--- src/rtl/vending_dispense_ctrl.sv ---
// Dispense stage behind the vending FSM: runs the product motor, supervises the
// drop sensor, pulses the coin-return solenoid and keeps stock/sales bookkeeping.
module vending_dispense_ctrl #(
  parameter int unsigned MOTOR_CYCLES = 8,
  parameter int unsigned DROP_TIMEOUT = 32,
  parameter int unsigned EJECT_CYCLES = 4,
  parameter int unsigned STOCK_INIT   = 10,
  parameter int unsigned STOCK_W      = 8,
  parameter int unsigned PEND_MAX     = 3
) (
  input  logic               clk,
  input  logic               rstn,
  input  logic               sell,
  input  logic [1:0]         change,
  input  logic               drop_det,
  input  logic               restock,
  output logic               motor_on,
  output logic               coin_eject,
  output logic               busy,
  output logic               sold_out,
  output logic               fault,
  output logic               ovf,
  output logic [STOCK_W-1:0] stock,
  output logic [15:0]        sale_cnt
);

  localparam int unsigned TMR_MAX0 = (MOTOR_CYCLES > EJECT_CYCLES) ? MOTOR_CYCLES : EJECT_CYCLES;
  localparam int unsigned TMR_MAX  = (TMR_MAX0 > DROP_TIMEOUT) ? TMR_MAX0 : DROP_TIMEOUT;
  localparam int unsigned TMR_W    = $clog2(TMR_MAX + 1);
  localparam int unsigned PEND_W   = $clog2(PEND_MAX + 1);

  typedef enum logic [2:0] {
    IDLE      = 3'd0,
    DISPENSE  = 3'd1,
    WAIT_DROP = 3'd2,
    EJECT_HI  = 3'd3,
    EJECT_LO  = 3'd4
  } state_t;

  state_t             state_q, state_d;
  logic [TMR_W-1:0]   tmr_q, tmr_d;
  logic [PEND_W-1:0]  sale_pend_q, sale_pend_d;
  logic [3:0]         chg_pend_q, chg_pend_d;
  logic               drop_seen_q;
  logic [STOCK_W-1:0] stock_q;
  logic [15:0]        sale_cnt_q;
  logic               fault_q, ovf_q;

  logic       sale_take, refund, chg_take, success, timeout;
  logic       sell_ok, chg_sat;
  logic [5:0] chg_sum;

  // NOTE: every signal driven here gets a default first, so no path can leave
  // one unassigned and infer a latch.
  always_comb begin
    state_d   = state_q;
    tmr_d     = tmr_q;
    sale_take = 1'b0;
    refund    = 1'b0;
    chg_take  = 1'b0;
    success   = 1'b0;
    timeout   = 1'b0;
    case (state_q)
      IDLE: begin
        tmr_d = '0;
        if (sale_pend_q != '0) begin
          sale_take = 1'b1;
          if (stock_q != '0) state_d = DISPENSE;
          else               refund  = 1'b1;
        end else if (chg_pend_q != 4'd0) begin
          state_d = EJECT_HI;
        end
      end
      DISPENSE: begin
        if (tmr_q == TMR_W'(MOTOR_CYCLES - 1)) begin
          tmr_d   = '0;
          state_d = WAIT_DROP;
        end else begin
          tmr_d = tmr_q + TMR_W'(1);
        end
      end
      WAIT_DROP: begin
        if (drop_seen_q || drop_det) begin
          success = 1'b1;
          tmr_d   = '0;
          state_d = IDLE;
        end else if (tmr_q == TMR_W'(DROP_TIMEOUT - 1)) begin
          timeout = 1'b1;
          tmr_d   = '0;
          state_d = IDLE;
        end else begin
          tmr_d = tmr_q + TMR_W'(1);
        end
      end
      EJECT_HI: begin
        if (tmr_q == TMR_W'(EJECT_CYCLES - 1)) begin
          tmr_d    = '0;
          chg_take = 1'b1;
          state_d  = EJECT_LO;
        end else begin
          tmr_d = tmr_q + TMR_W'(1);
        end
      end
      EJECT_LO: begin
        if (tmr_q == TMR_W'(EJECT_CYCLES - 1)) begin
          tmr_d = '0;
          // Pending sales take precedence over the remaining coins.
          if (chg_pend_q != 4'd0 && sale_pend_q == '0) state_d = EJECT_HI;
          else                                         state_d = IDLE;
        end else begin
          tmr_d = tmr_q + TMR_W'(1);
        end
      end
      default: state_d = IDLE;
    endcase
  end

  // Capture and consume are summed so a same-cycle request and service net out.
  always_comb begin
    sell_ok     = sell && (sale_pend_q != PEND_W'(PEND_MAX));
    sale_pend_d = sale_pend_q + PEND_W'(sell_ok) - PEND_W'(sale_take);
    chg_sum     = 6'(chg_pend_q) + 6'(change) + ((refund || timeout) ? 6'd4 : 6'd0)
                  - 6'(chg_take);
    chg_sat     = chg_sum > 6'd15;
    chg_pend_d  = chg_sat ? 4'd15 : chg_sum[3:0];
  end

  // NOTE: sequential state is written only with non-blocking assignments so all
  // registers update together from pre-edge values.
  always_ff @(posedge clk or negedge rstn) begin
    if (!rstn) begin
      state_q     <= IDLE;
      tmr_q       <= '0;
      sale_pend_q <= '0;
      chg_pend_q  <= 4'd0;
      drop_seen_q <= 1'b0;
      motor_on    <= 1'b0;
      coin_eject  <= 1'b0;
    end else begin
      state_q     <= state_d;
      tmr_q       <= tmr_d;
      sale_pend_q <= sale_pend_d;
      chg_pend_q  <= chg_pend_d;
      drop_seen_q <= (state_q == DISPENSE) ? (drop_seen_q | drop_det) : 1'b0;
      motor_on    <= (state_d == DISPENSE);
      coin_eject  <= (state_d == EJECT_HI);
    end
  end

  always_ff @(posedge clk or negedge rstn) begin
    if (!rstn) begin
      stock_q    <= STOCK_W'(STOCK_INIT);
      sale_cnt_q <= 16'd0;
      fault_q    <= 1'b0;
      ovf_q      <= 1'b0;
    end else begin
      if (restock)      stock_q <= STOCK_W'(STOCK_INIT);
      else if (success) stock_q <= stock_q - STOCK_W'(1);
      if (success) sale_cnt_q <= sale_cnt_q + 16'd1;
      // A new event in the restock cycle is kept rather than lost.
      if (timeout)      fault_q <= 1'b1;
      else if (restock) fault_q <= 1'b0;
      if ((sell && !sell_ok) || chg_sat) ovf_q <= 1'b1;
      else if (restock)                  ovf_q <= 1'b0;
    end
  end

  assign busy     = (state_q != IDLE) || (sale_pend_q != '0) || (chg_pend_q != 4'd0);
  assign sold_out = (stock_q == '0);
  assign stock    = stock_q;
  assign sale_cnt = sale_cnt_q;
  assign fault    = fault_q;
  assign ovf      = ovf_q;

endmodule
--- config.mk ---
export PLATFORM = sky130hd
export DESIGN_NAME = vending_dispense_ctrl
export DESIGN_NICKNAME = d
export VERILOG_FILES = /design/src/rtl/vending_dispense_ctrl.sv
export SDC_FILE = /design/constraint.sdc
export NUM_CORES = 1
export LEC_CHECK = 0
export BUFFER_PORTS_ARGS = -buffer_cell sky130_fd_sc_hd__buf_2
export CELL_PAD_IN_SITES_DETAIL_PLACEMENT = 0
export CELL_PAD_IN_SITES_GLOBAL_PLACEMENT = 2
export CORE_MARGIN = 2
export CORE_UTILIZATION = 39
export DETAILED_ROUTE_END_ITERATION = 12
export GPL_ROUTABILITY_DRIVEN = 0
export PLACE_DENSITY = 0.89
export SLEW_MARGIN = 20
export SYNTH_ARGS = -nofsm -noshare
export SYNTH_HDL_FRONTEND = slang
export SYNTH_SLANG_ARGS = --single-unit
--- constraint.sdc ---
create_clock -name clk -period 6 [get_ports clk]
set_input_delay 0.3 -clock clk [delete_from_list [all_inputs] [get_ports clk]]
set_output_delay 0.3 -clock clk [all_outputs]
set_load 0.02 [all_outputs]
==> results.rst, run 1 <==
.. list-table::
   :header-rows: 1

   * - Metric
     - Value
   * - Average via count per standard cell
     - 5.10
   * - Total global routing track utilization
     - 0.147
   * - Clock transition time at the flip-flop clock pins of the worst setup and hold paths
     - approximately 0.090 ns
   * - Unrepaired setup endpoints after global routing
     - false
   * - Worst Slack Setup Final
     - 2.64 ns
   * - FF+latch count, synth
     - between 40 and 50
   * - Max-cap violation count
     - 0
   * - Fraction of final layout cells with drive strength greater than 1
     - 0.204
   * - Worst Setup Path Type
     - flip-flop to flip-flop
   * - Post-synthesis async set-or-reset flop share
     - 1.00
   * - Initial core utilization
     - 0.408
   * - Final period demand of the worst path
     - 3.36 ns
   * - Final setup violating endpoints
     - 0
   * - Remaining antenna violation count after routing
     - 0
   * - Nets
     - between 300 and 400
   * - Maximum ir drop on the vdd rail
     - 186 µV
   * - Deepest level of the CTS H-tree
     - 2
   * - Area growth from synthesis to layout
     - 14.7%
   * - CTS Sinks
     - 44
   * - Worst min-delay path class
     - input pin to asynchronous set/reset pin
   * - Worst r2r path cells
     - 11
   * - Detailed Route Iter0 Violations
     - 70
   * - Pleak
     - 0.00136 µW
   * - Result of the run
     - finished, violations left
   * - Violated checks
     - negative hold slack
   * - CTS tree
     - yes
   * - # resized after CTS
     - 0
   * - Core area
     - ~0.006 mm²
   * - Pin count of the biggest net entering global routing
     - 45
   * - Count of endpoints failing hold in the final timing report
     - 25
   * - Overall routed net length
     - 4750 µm
   * - Crit end category
     - flip-flop
   * - WP data arrival
     - 3.53 ns
   * - Synthesized area divided by synthesized cell count
     - just over 10 µm²
   * - Flop2flop setup slack
     - 2.64 ns
   * - DRC violations left
     - 0
   * - Number of nets produced by synthesis
     - between 200 and 300
   * - Die Height
     - 83.2 µm
   * - Placed wire-length estimate
     - 3530 µm
   * - Width of the die
     - 83.2 µm
   * - R2R Path End
     - chg_pend_q[0]$_DFF_PN0_
   * - Filler Cell Count
     - 559
   * - Count of standard-cell rows
     - 28
   * - Least-Margin Pin Slew
     - 0.578 ns
   * - Buffer depth of the longest clock path
     - 2
   * - Achievable Freq
     - 0.298 GHz
   * - Post-Route Hold Slack
     - -0.0179 ns
   * - Critical Path Source
     - state_q[1]$_DFF_PN0_
   * - Number of global-route vias before repair
     - 1759
   * - Largest cells by area after synthesis
     - sky130_fd_sc_hd__dfrtp_1, sky130_fd_sc_hd__ha_1, sky130_fd_sc_hd__xnor2_1
   * - Input/output buffers
     - 36
   * - Worst rel slew slack
     - 0.612
   * - Antenna fix cells
     - 0
   * - Global route overflow
     - 0
   * - Clock buffers created by TritonCTS
     - 5
   * - Hold_buf cts
     - 0
   * - Dpl ws
     - 2.62 ns
   * - Post-route clock period utilization
     - 0.560
   * - Number of antenna violations at the first check in global routing
     - 0
   * - Biggest area consumer among synthesized cells
     - sky130_fd_sc_hd__dfrtp_1
   * - Top cell type's share of synthesized area
     - 0.430
   * - Most common flop cell mapped by yosys
     - sky130_fd_sc_hd__dfrtp_1
   * - Via count
     - 1809
   * - Global-route wire length before repair
     - 8330 µm
   * - Post-synthesis cell count
     - around 240
   * - Worst-path maximum fanout
     - 13
   * - Standard cell area after detailed placement
     - 0.00269 mm²
   * - Clock network latency to the later pin of the worst-skew pair
     - 0.30 ns
   * - Setup fix buffers added after clock tree synthesis
     - 0
   * - Sequential cell area fraction in the yosys report
     - 0.451
   * - Routed wire per std cell
     - ~13 µm
   * - Setup TNS after final layout
     - 0 ns
   * - Distinct cell type count of the synthesized netlist
     - 50
   * - CTS root buf
     - sky130_fd_sc_hd__clkbuf_8
   * - Post-route core utilization
     - 0.468
   * - Worst Path Required
     - just over 6 ns
   * - Number of placed I/O pins
     - 37
   * - Startpoint of the worst register-to-register path
     - state_q[1]$_DFF_PN0_
   * - FF+latch area
     - 0.00110 mm²
   * - Post-route cell area
     - 0.00281 mm²
   * - Floorplan die area
     - 0.00692 mm²
   * - Count of flip-flops with a built-in enable after synthesis
     - 0
   * - Number of pins with negative max-slew slack in the final report
     - 0
   * - Worst Skew
     - just over 0.006 ns
   * - Area of the multi-input gates
     - 0.00124 mm²
   * - Kind of start point of the critical path
     - flip-flop
   * - Yosys warns
     - 0
   * - Number of detailed-routing iterations run before antenna repair
     - 4
   * - Total standard cell area after synthesis
     - around 0.0024 mm²
   * - Total power density per cell area
     - 381 mW/mm²
   * - End point of the critical path
     - chg_pend_q[0]$_DFF_PN0_
## metrics by stage
step	cells	hold slack, ns	total power (µW)
2_1_floorplan	242	0.00441	746
3_3_place_gp	347	0.456	839
3_5_place_dp	347	0.462	847
4_1_cts	355	0.188	1090
5_1_grt	355	0.0270	1160
6_report	355	-0.0179	1070
## worst min path at each step
stage	from	end	slack [ns]	cells past startpoint
floorplan	rstn	chg_pend_q[0]$_DFF_PN0_	0.004	0
global placement	sale_cnt[15]$_DFFE_PN0P_	sale_cnt[15]$_DFFE_PN0P_	0.46	1
detailed placement	sale_cnt[15]$_DFFE_PN0P_	sale_cnt[15]$_DFFE_PN0P_	0.46	1
CTS	rstn	sale_cnt[4]$_DFFE_PN0P_	0.19	1
global route	rstn	sale_cnt[6]$_DFFE_PN0P_	0.03	1
finish	rstn	stock[0]$_DFFE_PN0P_	-0.02	1
## state kept, by name (all words and copies together) (netlist names)
signal and cells:
drop_seen_q 1, sale_cnt 16, sale_pend_q 2, state_q 3, tmr_q 6, ovf 1
chg_pend_q 4, stock 8, fault 1, motor_on 1, coin_eject 1
## final cells by class
class / instances / area share
clock buffers: 5 / 0.0245
clock inverters: 3 / 0.0165
inverters: 19 / 0.0254
multi-input cells: 173 / 0.442
flip-flops and latches: 44 / 0.393
well taps: 75 / 0.0334
repair buffers: 36 / 0.0651
## cells by family (layout without fill, tap and decap cells)
logic type / after synthesis / in the layout / share of synthesized area
AOI/OAI and AO/OA: 29 / 29 / 0.0824
adders and majority gates: 16 / 16 / 0.0849
muxes: 3 / 3 / 0.0133
DFF: 44 / 44 / 0.451
and+or+nand+nor: 97 / 97 / 0.226
xor gates and xnor gates: 28 / 28 / 0.100
buffers and inverters: 25 / 63 / 0.0419
## critical path, cell delays in order (launching register included)
cell	delay, ns
sky130_fd_sc_hd__dfrtp_1	0.57
sky130_fd_sc_hd__nor3b_2	0.51
sky130_fd_sc_hd__nand2_1	0.17
sky130_fd_sc_hd__nor3_1	0.32
sky130_fd_sc_hd__a21oi_1	0.08
sky130_fd_sc_hd__ha_1	0.28
sky130_fd_sc_hd__inv_1	0.04
sky130_fd_sc_hd__ha_1	0.32
sky130_fd_sc_hd__and3_1	0.19
sky130_fd_sc_hd__o21ai_0	0.09
sky130_fd_sc_hd__a211oi_1	0.53
sky130_fd_sc_hd__nand2b_1	0.12
## Yosys cell counts, types with 3 or more instances
library cell	number
sky130_fd_sc_hd__a21oi_1	5
sky130_fd_sc_hd__a21o_1	3
sky130_fd_sc_hd__nand2b_1	5
sky130_fd_sc_hd__clkbuf_1	4
sky130_fd_sc_hd__xor2_1	9
sky130_fd_sc_hd__and3_1	5
sky130_fd_sc_hd__dfrtp_1	42
sky130_fd_sc_hd__nand2_1	19
sky130_fd_sc_hd__nand4_1	7
sky130_fd_sc_hd__a211oi_1	4
sky130_fd_sc_hd__nand3_1	16
sky130_fd_sc_hd__nor3_1	4
sky130_fd_sc_hd__nor2_1	20
sky130_fd_sc_hd__o21ai_0	4
sky130_fd_sc_hd__ha_1	15
sky130_fd_sc_hd__inv_1	19
sky130_fd_sc_hd__o211ai_1	3
sky130_fd_sc_hd__xnor2_1	19
## report_power, final
| group | internal, µW | switching, µW |
|---|---|---|
| registers | 362 | 65.0 |
| logic | 176 | 232 |
| clock network | 126 | 109 |
| total | 664 | 406 |
## per-layer routing
| metal | up-vias | wire length, µm | track usage |
|---|---|---|---|
| li1 | 909 | - | - |
| met1 | 859 | 2290 | 0.199 |
| met2 | 33 | 2210 | 0.228 |
| met3 | 8 | 167 | 0.0288 |
| met4 | 0 | 74 | 0.0671 |
| met5 | - | 0 | 0 |
## layout by cell type, fill, tap and decap left out, types with 2 or more instances in the layout
cell type / count
sky130_fd_sc_hd__clkbuf_8: 5
sky130_fd_sc_hd__buf_2: 35
sky130_fd_sc_hd__a211oi_1: 4
sky130_fd_sc_hd__xnor2_1: 19
sky130_fd_sc_hd__o21ai_1: 2
sky130_fd_sc_hd__nand2_1: 19
sky130_fd_sc_hd__nand4_1: 7
sky130_fd_sc_hd__nor4_1: 2
sky130_fd_sc_hd__inv_1: 19
sky130_fd_sc_hd__dfrtp_1: 42
sky130_fd_sc_hd__ha_1: 15
sky130_fd_sc_hd__a21o_1: 3
sky130_fd_sc_hd__dfstp_2: 2
sky130_fd_sc_hd__nor2_1: 20
sky130_fd_sc_hd__xor2_1: 9
sky130_fd_sc_hd__and3_1: 5
sky130_fd_sc_hd__nand3_1: 16
sky130_fd_sc_hd__o211ai_1: 3
sky130_fd_sc_hd__mux2_2: 2
sky130_fd_sc_hd__nor3_1: 4
sky130_fd_sc_hd__o21ai_0: 4
sky130_fd_sc_hd__a21oi_1: 5
sky130_fd_sc_hd__and3b_1: 2
sky130_fd_sc_hd__o31ai_1: 2
sky130_fd_sc_hd__a32oi_1: 2
sky130_fd_sc_hd__nand2b_1: 5
Note: power is estimated with default switching activity, not from simulation.
==> run 2: changes to the inputs <==
ABC_AREA = 1   (was default)
CORE_UTILIZATION = 33   (was 39)
PLACE_DENSITY = 0.83   (was 0.89)
clock period = 3.1 ns   (was 6 ns; I/O delays follow)
==> results.rst, run 2 <==
.. list-table::
   :header-rows: 1

   * - Metric
     - Value
   * - Total global routing track utilization
     - 0.142 (-0.00464)
   * - Worst min-delay path class
     - input pin to flip-flop
   * - Instance count on the critical path
     - 12 (+1)
   * - Worst hold path cell count
     - 2
   * - Antenna fix cells
     - 0 (unchanged)
   * - Worst Setup Path Type
     - flip-flop to flip-flop
   * - Commonest cells after routing, fill and taps aside
     - sky130_fd_sc_hd__nand2_1, sky130_fd_sc_hd__nor2_1, sky130_fd_sc_hd__inv_1
   * - Maximum ir drop on the vdd rail
     - 403 µV (+120%)
   * - Number of detailed-routing iterations run before antenna repair
     - 6 (+2)
   * - Deepest level of the CTS H-tree
     - 2 (unchanged)
   * - Critical Path Source
     - tmr_q[0]$_DFFE_PN0P_
   * - Number of antenna violations at the first check in global routing
     - 0 (unchanged)
   * - Number of placed I/O pins
     - 37 (unchanged)
   * - Biggest area consumer among synthesized cells
     - sky130_fd_sc_hd__dfrtp_1
   * - Cell type with the highest occurrence count on the critical path
     - sky130_fd_sc_hd__ha_1
   * - Hold_buf cts
     - 0 (unchanged)
   * - Least-Margin Pin Slew
     - 0.579 ns (+0.00138 ns)
   * - Result of the run
     - finished clean
   * - Commonest non-fill, non-tap cell in the layout
     - sky130_fd_sc_hd__nand2_1
   * - Count of standard-cell rows
     - 32 (+14%)
   * - Final period demand of the worst path
     - 2.63 ns (-0.728 ns)
   * - Pin count of the biggest net entering global routing
     - 45 (unchanged)
   * - Post-synthesis cell count
     - 351 (+45%)
   * - Detailed Route Iter0 Violations
     - 60 (-14%)
   * - Synthesized area divided by synthesized cell count
     - 7.59 µm² (-25%)
   * - Startpoint of the worst register-to-register path
     - tmr_q[0]$_DFFE_PN0P_
   * - P_sw
     - 863 µW (+110%)
   * - Setup TNS after final layout
     - 0 ns (unchanged)
   * - Worst-path cell chain
     - ha_1 -> nand3_1 -> nor2_1 -> ha_1 -> inv_1 -> ha_1 -> fa_1 -> nand3_1 -> nand2_1 -> xor2_1 -> a21oi_1 -> nand2_1
   * - Average via count per standard cell
     - 4.50 (-12%)
   * - Buffer depth of the longest clock path
     - 2 (unchanged)
   * - Achievable Freq
     - 0.380 GHz (+28%)
   * - Post-route clock period utilization
     - 0.849 (+0.289)
   * - Yosys warns
     - 0 (unchanged)
   * - Clock buffers created by TritonCTS
     - 5 (unchanged)
   * - Placed wire-length estimate
     - 4310 µm (+22%)
   * - Top cell type's share of synthesized area
     - 0.395 (-0.0349)
   * - DRC violations left
     - 0 (unchanged)
   * - Count of flip-flops with a built-in enable after synthesis
     - 0 (unchanged)
   * - Distinct cell type count of the synthesized netlist
     - 29 (-42%)
   * - Final setup violating endpoints
     - 0 (unchanged)
   * - CTS Sinks
     - 44 (unchanged)
   * - Post-route core utilization
     - 0.395 (-0.0737)
   * - Number of global-route vias before repair
     - 2219 (+26%)
   * - Setup fix buffers added after clock tree synthesis
     - 0 (unchanged)
   * - Clock share of power
     - 0.211 (-0.009)
   * - Launch point of the worst hold path
     - restock
   * - Global route overflow
     - 0 (unchanged)
   * - Sequential cell area fraction in the yosys report
     - 0.414 (-0.0367)
   * - Most common flop cell mapped by yosys
     - sky130_fd_sc_hd__dfrtp_1
   * - Post-synthesis async set-or-reset flop share
     - 1.00 (unchanged)
   * - Core area
     - 0.00777 mm² (+30%)
   * - Clock network latency to the later pin of the worst-skew pair
     - 0.30 ns (about the same)
   * - Remaining antenna violation count after routing
     - 0 (unchanged)
   * - Unrepaired setup endpoints after global routing
     - false
   * - Nets
     - 415 (+37%)
   * - Pleak
     - 0.00160 µW (+18%)
   * - Worst Skew
     - 0.00955 ns (+0.00341 ns)
   * - Largest stage delay on the critical path
     - 0.40 ns (-0.17 ns)
   * - Count of endpoints failing hold in the final timing report
     - 0 (-100%)
   * - CTS tree
     - yes
   * - Number of pins with negative max-slew slack in the final report
     - 0 (unchanged)
   * - Crit end category
     - flip-flop
   * - Largest cells by area after synthesis
     - sky130_fd_sc_hd__dfrtp_1, sky130_fd_sc_hd__nand2_1, sky130_fd_sc_hd__nor2_1
   * - Total power density per cell area
     - 689 mW/mm² (+81%)
   * - Max reg flops
     - 16 (unchanged)
   * - Worst rel slew slack
     - 0.614 (+0.00140)
   * - CTS root buf
     - sky130_fd_sc_hd__clkbuf_8
   * - Max-cap violation count
     - 0 (unchanged)
   * - WP data arrival
     - 2.80 ns (-0.73 ns)
   * - Overall routed net length
     - 5720 µm (+20%)
   * - Clock transition time at the flip-flop clock pins of the worst setup and hold paths
     - 0.09 ns (about the same)
   * - Via count
     - 2228 (+23%)
   * - Kind of start point of the critical path
     - flip-flop
   * - Proportion of power drawn by flip-flops and latches
     - 0.389 (-0.010)
   * - Filler Cell Count
     - 823 (+47%)
   * - Share of total power consumed by net switching
     - 0.408 (+0.0288)
   * - Width of the die
     - 93.8 µm (+13%)
   * - Number of buffers and inverters on the critical path
     - 1 (unchanged)
   * - Routed wire per std cell
     - 11.6 µm (-14%)
   * - Die Height
     - 93.8 µm (+13%)
   * - Cell family contributing the most delay on the critical path
     - adder cells
   * - Fraction of final layout cells with drive strength greater than 1
     - 0.150 (-0.0534)
   * - Flop2flop setup slack
     - 0.47 ns (-2.17 ns)
   * - Most repeated cell in the gate-level netlist after synthesis
     - sky130_fd_sc_hd__nand2_1
   * - Input/output buffers
     - 36 (unchanged)
   * - FF+latch count, synth
     - 44 (unchanged)
   * - Initial core utilization
     - 0.343 (-0.0655)
   * - Floorplan die area
     - 0.00880 mm² (+27%)
   * - Critical Path Slowest Stage Cell
     - sky130_fd_sc_hd__dfrtp_1
   * - Worst-path maximum fanout
     - 7 (-6)
   * - R2R Path End
     - ovf$_DFFE_PN0P_
   * - Part of the total power dissipated in combinational logic
     - 0.401 (+0.020)
   * - Number of nets produced by synthesis
     - 374 (+41%)
   * - Worst Path Required
     - 3.27 ns (-2.90 ns)
   * - Worst hold endpoint
     - stock[2]$_DFFE_PN0P_
   * - # resized after CTS
     - 0 (unchanged)
   * - Worst r2r path cells
     - 12 (+1)
   * - Most numerous cell types in the synthesized netlist
     - sky130_fd_sc_hd__nand2_1, sky130_fd_sc_hd__nor2_1, sky130_fd_sc_hd__inv_1
   * - Global-route wire length before repair
     - 10100 µm (+21%)
   * - Internal power component
     - 1250 µW (+88%)
   * - Total standard cell area after synthesis
     - 0.00266 mm² (+8.8%)
   * - Area growth from synthesis to layout
     - 15.2%
run 2: cell count changes after synthesis, sizes merged, moves of 7 or more:
cell and delta:
nor2 +39, o21ai +7, nand3 +18, xnor2 -11, inv +33, nand2 +72
run 2: layer usage:
layer	vias to the layer above	part of all wire	GRT usage
met4	0	0.0065	0.0362
met3	2	0.036	0.0273
met5	-	0	0
li1	1184	-	-
met2	31	0.47	0.235
met1	1011	0.49	0.192
run 2: area by class of cell:
class,count,area [µm²],area share
clock buffers,6,72.6,0.0237
clock inverters,2,35.0,0.0114
inverters,53,199,0.0649
multi-input cells,251,1340,0.436
flip-flops and latches,44,1100,0.360
well taps,102,128,0.0416
repair buffers,37,193,0.0628
run 2: worst max-delay path by stage:
stage                                    to  slack (ns)
floorplan           chg_pend_q[0]$_DFF_PN0_        0.49
global placement    chg_pend_q[2]$_DFF_PN0_        0.51
detailed placement          ovf$_DFFE_PN0P_        0.45
CTS                         ovf$_DFFE_PN0P_        0.43
global route                ovf$_DFFE_PN0P_        0.19
finish                      ovf$_DFFE_PN0P_        0.47
run 2: logic make-up after synthesis:
group           synth area share
compound gates            0.0470
buf+inv                   0.0836
flops                      0.414
xor+xnor                  0.0559
simple gates               0.321
fa+ha+maj                 0.0780
run 2: power by group through the flow:
stage / clock network [µW] / registers [µW] / logic (µW)
final: 445 / 822 / 846
after global placement: 0 / 832 / 858
after detailed placement: 0 / 834 / 870
after global routing: 478 / 840 / 1000
after CTS: 462 / 823 / 868
after floorplan: 0 / 864 / 607
run 2: through the flow:
step                      hold slack, ns  cell area [µm²]  setup WS (ns)  total power (µW)  instances
final                             0.0605             3070          0.469              2110        495
after global routing              0.0536             3070          0.186              2320        495
after CTS                         0.0534             3050          0.433              2150        494
after detailed placement           0.378             2950          0.453              1700        486
after global placement             0.381             2950          0.510              1690        486
after floorplan                   -0.141             2660          0.486              1470        351
==> run 3: changes to the inputs <==
CORE_UTILIZATION = 30   (was 33)
PLACE_DENSITY = 0.8   (was 0.83)
clock period = 2.1 ns   (was 3.1 ns; I/O delays follow)
==> results.rst, run 3 (same netlist as run 2, synthesis figures left out) <==
.. list-table::
   :header-rows: 1

   * - Metric
     - Value
   * - Result of the run
     - finished, violations left
   * - Violated checks
     - negative setup slack
   * - Cell type with the highest occurrence count on the critical path
     - sky130_fd_sc_hd__ha_4
   * - Max-cap violation count
     - 0 (unchanged)
   * - Clock buffers created by TritonCTS
     - 5 (unchanged)
   * - Cell family contributing the most delay on the critical path
     - adder cells
   * - Placed wire-length estimate
     - 4940 µm (+15%)
   * - Count of non-filler cells in the finished layout
     - 546 (+10%)
   * - Worst-path maximum fanout
     - 5 (-2)
   * - Worst Skew
     - 0.00660 ns (-0.00295 ns)
   * - Detailed Route Iter0 Violations
     - 58 (-3.3%)
   * - Critical Path Source
     - tmr_q[0]$_DFFE_PN0P_
   * - Buffer depth of the longest clock path
     - 2 (unchanged)
   * - Instance count on the critical path
     - 12 (unchanged)
   * - Number of detailed-routing iterations run before antenna repair
     - 4 (-2)
   * - Total global routing track utilization
     - 0.141 (-0.00173)
   * - Worst r2r path cells
     - 12 (unchanged)
   * - Floorplan die area
     - 0.00965 mm² (+9.6%)
   * - Number of global-route vias before repair
     - 2438 (+9.9%)
   * - Initial core utilization
     - 0.307 (-0.0360)
   * - Nets
     - 460 (+11%)
   * - Number of buffers and inverters on the critical path
     - 1 (unchanged)
   * - Post-Route Hold Slack
     - 0.00850 ns (-0.0520 ns)
   * - Clock transition time at the flip-flop clock pins of the worst setup and hold paths
     - 0.09 ns (about the same)
   * - Dpl ws
     - -0.176 ns (-0.629 ns)
   * - Max reg flops
     - 16 (unchanged)
   * - R2R Path End
     - chg_pend_q[2]$_DFF_PN0_
   * - Flop2flop setup slack
     - -0.10 ns (-0.57 ns)
   * - Core area
     - 0.00868 mm² (+12%)
   * - Filler Cell Count
     - 926 (+13%)
   * - Count of standard-cell rows
     - 34 (+6.3%)
   * - Final period demand of the worst path
     - 2.20 ns (-0.427 ns)
   * - Worst Slack Setup Final
     - -0.104 ns (-0.573 ns)
   * - Worst rel slew slack
     - 0.558 (-0.0553)
   * - CTS Sinks
     - 44 (unchanged)
   * - Overall routed net length
     - 6200 µm (+8.4%)
   * - Count of endpoints failing hold in the final timing report
     - 0 (unchanged)
   * - Commonest cells after routing, fill and taps aside
     - sky130_fd_sc_hd__nand2_1, sky130_fd_sc_hd__nor2_1, sky130_fd_sc_hd__buf_4
   * - Kind of start point of the critical path
     - flip-flop
   * - Deepest level of the CTS H-tree
     - 2 (unchanged)
   * - Pleak
     - 0.00181 µW (+14%)
   * - Remaining antenna violation count after routing
     - 0 (unchanged)
   * - Final setup violating endpoints
     - 5 (+5)
   * - Average via count per standard cell
     - 4.40 (-2.3%)
   * - Number of placed I/O pins
     - 37 (unchanged)
   * - Fraction of final layout cells with drive strength greater than 1
     - 0.322 (+0.172)
   * - Crit end category
     - flip-flop
   * - Number of antenna violations at the first check in global routing
     - 0 (unchanged)
   * - Maximum ir drop on the vdd rail
     - 525 µV (+30%)
   * - Die Height
     - 98.2 µm (+4.7%)
   * - Worst Setup Path Type
     - flip-flop to flip-flop
   * - Worst min-delay path class
     - input pin to flip-flop
   * - Least-Margin Pin Slew
     - 0.662 ns (+0.0830 ns)
   * - Critical Path Slowest Stage Cell
     - sky130_fd_sc_hd__dfrtp_1
   * - Global route overflow
     - 0 (unchanged)
   * - Clock network latency to the later pin of the worst-skew pair
     - 0.31 ns (about the same)
   * - Input/output buffers
     - 36 (unchanged)
   * - Commonest non-fill, non-tap cell in the layout
     - sky130_fd_sc_hd__nand2_1
   * - Pin count of the biggest net entering global routing
     - 29 (-36%)
   * - Width of the die
     - 98.2 µm (+4.7%)
   * - DRC violations left
     - 0 (unchanged)
   * - Number of pins with negative max-slew slack in the final report
     - 0 (unchanged)
   * - Via count
     - 2400 (+7.7%)
   * - Antenna fix cells
     - 0 (unchanged)
   * - Area growth from synthesis to layout
     - 34.7%
   * - CTS tree
     - yes
   * - Placed Instances
     - 534 (+9.9%)
   * - Worst Path Required
     - 2.30 ns (-0.97 ns)
   * - Startpoint of the worst register-to-register path
     - tmr_q[0]$_DFFE_PN0P_
   * - Routed wire per std cell
     - 11.4 µm (-1.7%)
   * - Achievable Freq
     - 0.454 GHz (+19%)
   * - WP data arrival
     - 2.40 ns (-0.40 ns)
   * - Worst-path cell chain
     - ha_4 -> nand3_4 -> nor2_4 -> ha_4 -> inv_2 -> ha_4 -> fa_2 -> nand3_2 -> nand2_2 -> xor2_2 -> a21oi_4 -> nand2_1
   * - End point of the critical path
     - chg_pend_q[2]$_DFF_PN0_
   * - CTS root buf
     - sky130_fd_sc_hd__clkbuf_8
   * - Total power density per cell area
     - 1000 mW/mm² (+46%)
   * - Global-route wire length before repair
     - 10900 µm (+8.6%)
   * - Unrepaired setup endpoints after global routing
     - true
   * - Post-route clock period utilization
     - 1.05 (+0.201)
   * - Largest stage delay on the critical path
     - 0.42 ns (+0.02 ns)
==> run 3: metal layers <==
| metal | up-vias | track usage | wire length, µm |
|---|---|---|---|
| li1 | 1270 | - | - |
| met1 | 1098 | 0.176 | 2910 |
| met2 | 24 | 0.242 | 3020 |
| met3 | 8 | 0.0308 | 178 |
| met4 | 0 | 0.0443 | 92 |
| met5 | - | 0 | 0 |
==> run 3: metrics by stage <==
stage / power (µW) / setup TNS (ns) / area, µm² / utilization
after floorplan: 2340 / -0.425 / 2790 / -
after global placement: 2920 / -0.544 / 3390 / 0.391
after detailed placement: 2950 / -0.856 / 3390 / 0.391
after CTS: 3620 / -0.510 / 3550 / 0.409
after global routing: 3950 / -1.09 / 3590 / 0.413
final: 3600 / -0.491 / 3590 / 0.413
==> run 3: layout make-up <==
cell class	instances	area, µm²	share of cell area
clock buffers	6	82.6	0.0230
clock inverters	2	10.0	0.00279
inverters	53	201	0.0562
multi-input cells	251	1520	0.424
flip-flops and latches	44	1110	0.309
well taps	108	135	0.0377
repair buffers	82	528	0.147
==> run 3: where the power goes <==
group,internal (µW),switching [µW]
Combinational,828,999
Sequential,1040,165
Clock,263,309
==> run 3: how the worst min path moves through the flow <==
stage	from	end	slack, ns	depth (start not counted)
2_1_floorplan	rstn	chg_pend_q[0]$_DFF_PN0_	-0.19	0
3_3_place_gp	rstn	stock[6]$_DFFE_PN0P_	0.19	1
3_5_place_dp	rstn	stock[6]$_DFFE_PN0P_	0.19	1
4_1_cts	restock	stock[2]$_DFFE_PN0P_	0.0009	2
5_1_grt	restock	stock[2]$_DFFE_PN0P_	0.003	2
6_report	restock	stock[2]$_DFFE_PN0P_	0.008	2
==> run 3: worst reg2reg max path: cells and delay by family, from the launching register on <==
kind,cells,cell delay [ns]
simple gates,5,0.33
flops,1,0.42
xor+xnor,1,0.16
compound gates,1,0.18
buf+inv,1,0.04
fa+ha+maj,4,0.97
==> run 3: timing repair <==
action,4_1_cts,5_1_grt
gates resized for setup,6,10
endpoints found under the hold margin,24,0
buffers inserted,3,0
hold buffers,1,0
gates cloned,0,0
setup endpoints to repair,5,5
pin swaps,3,9
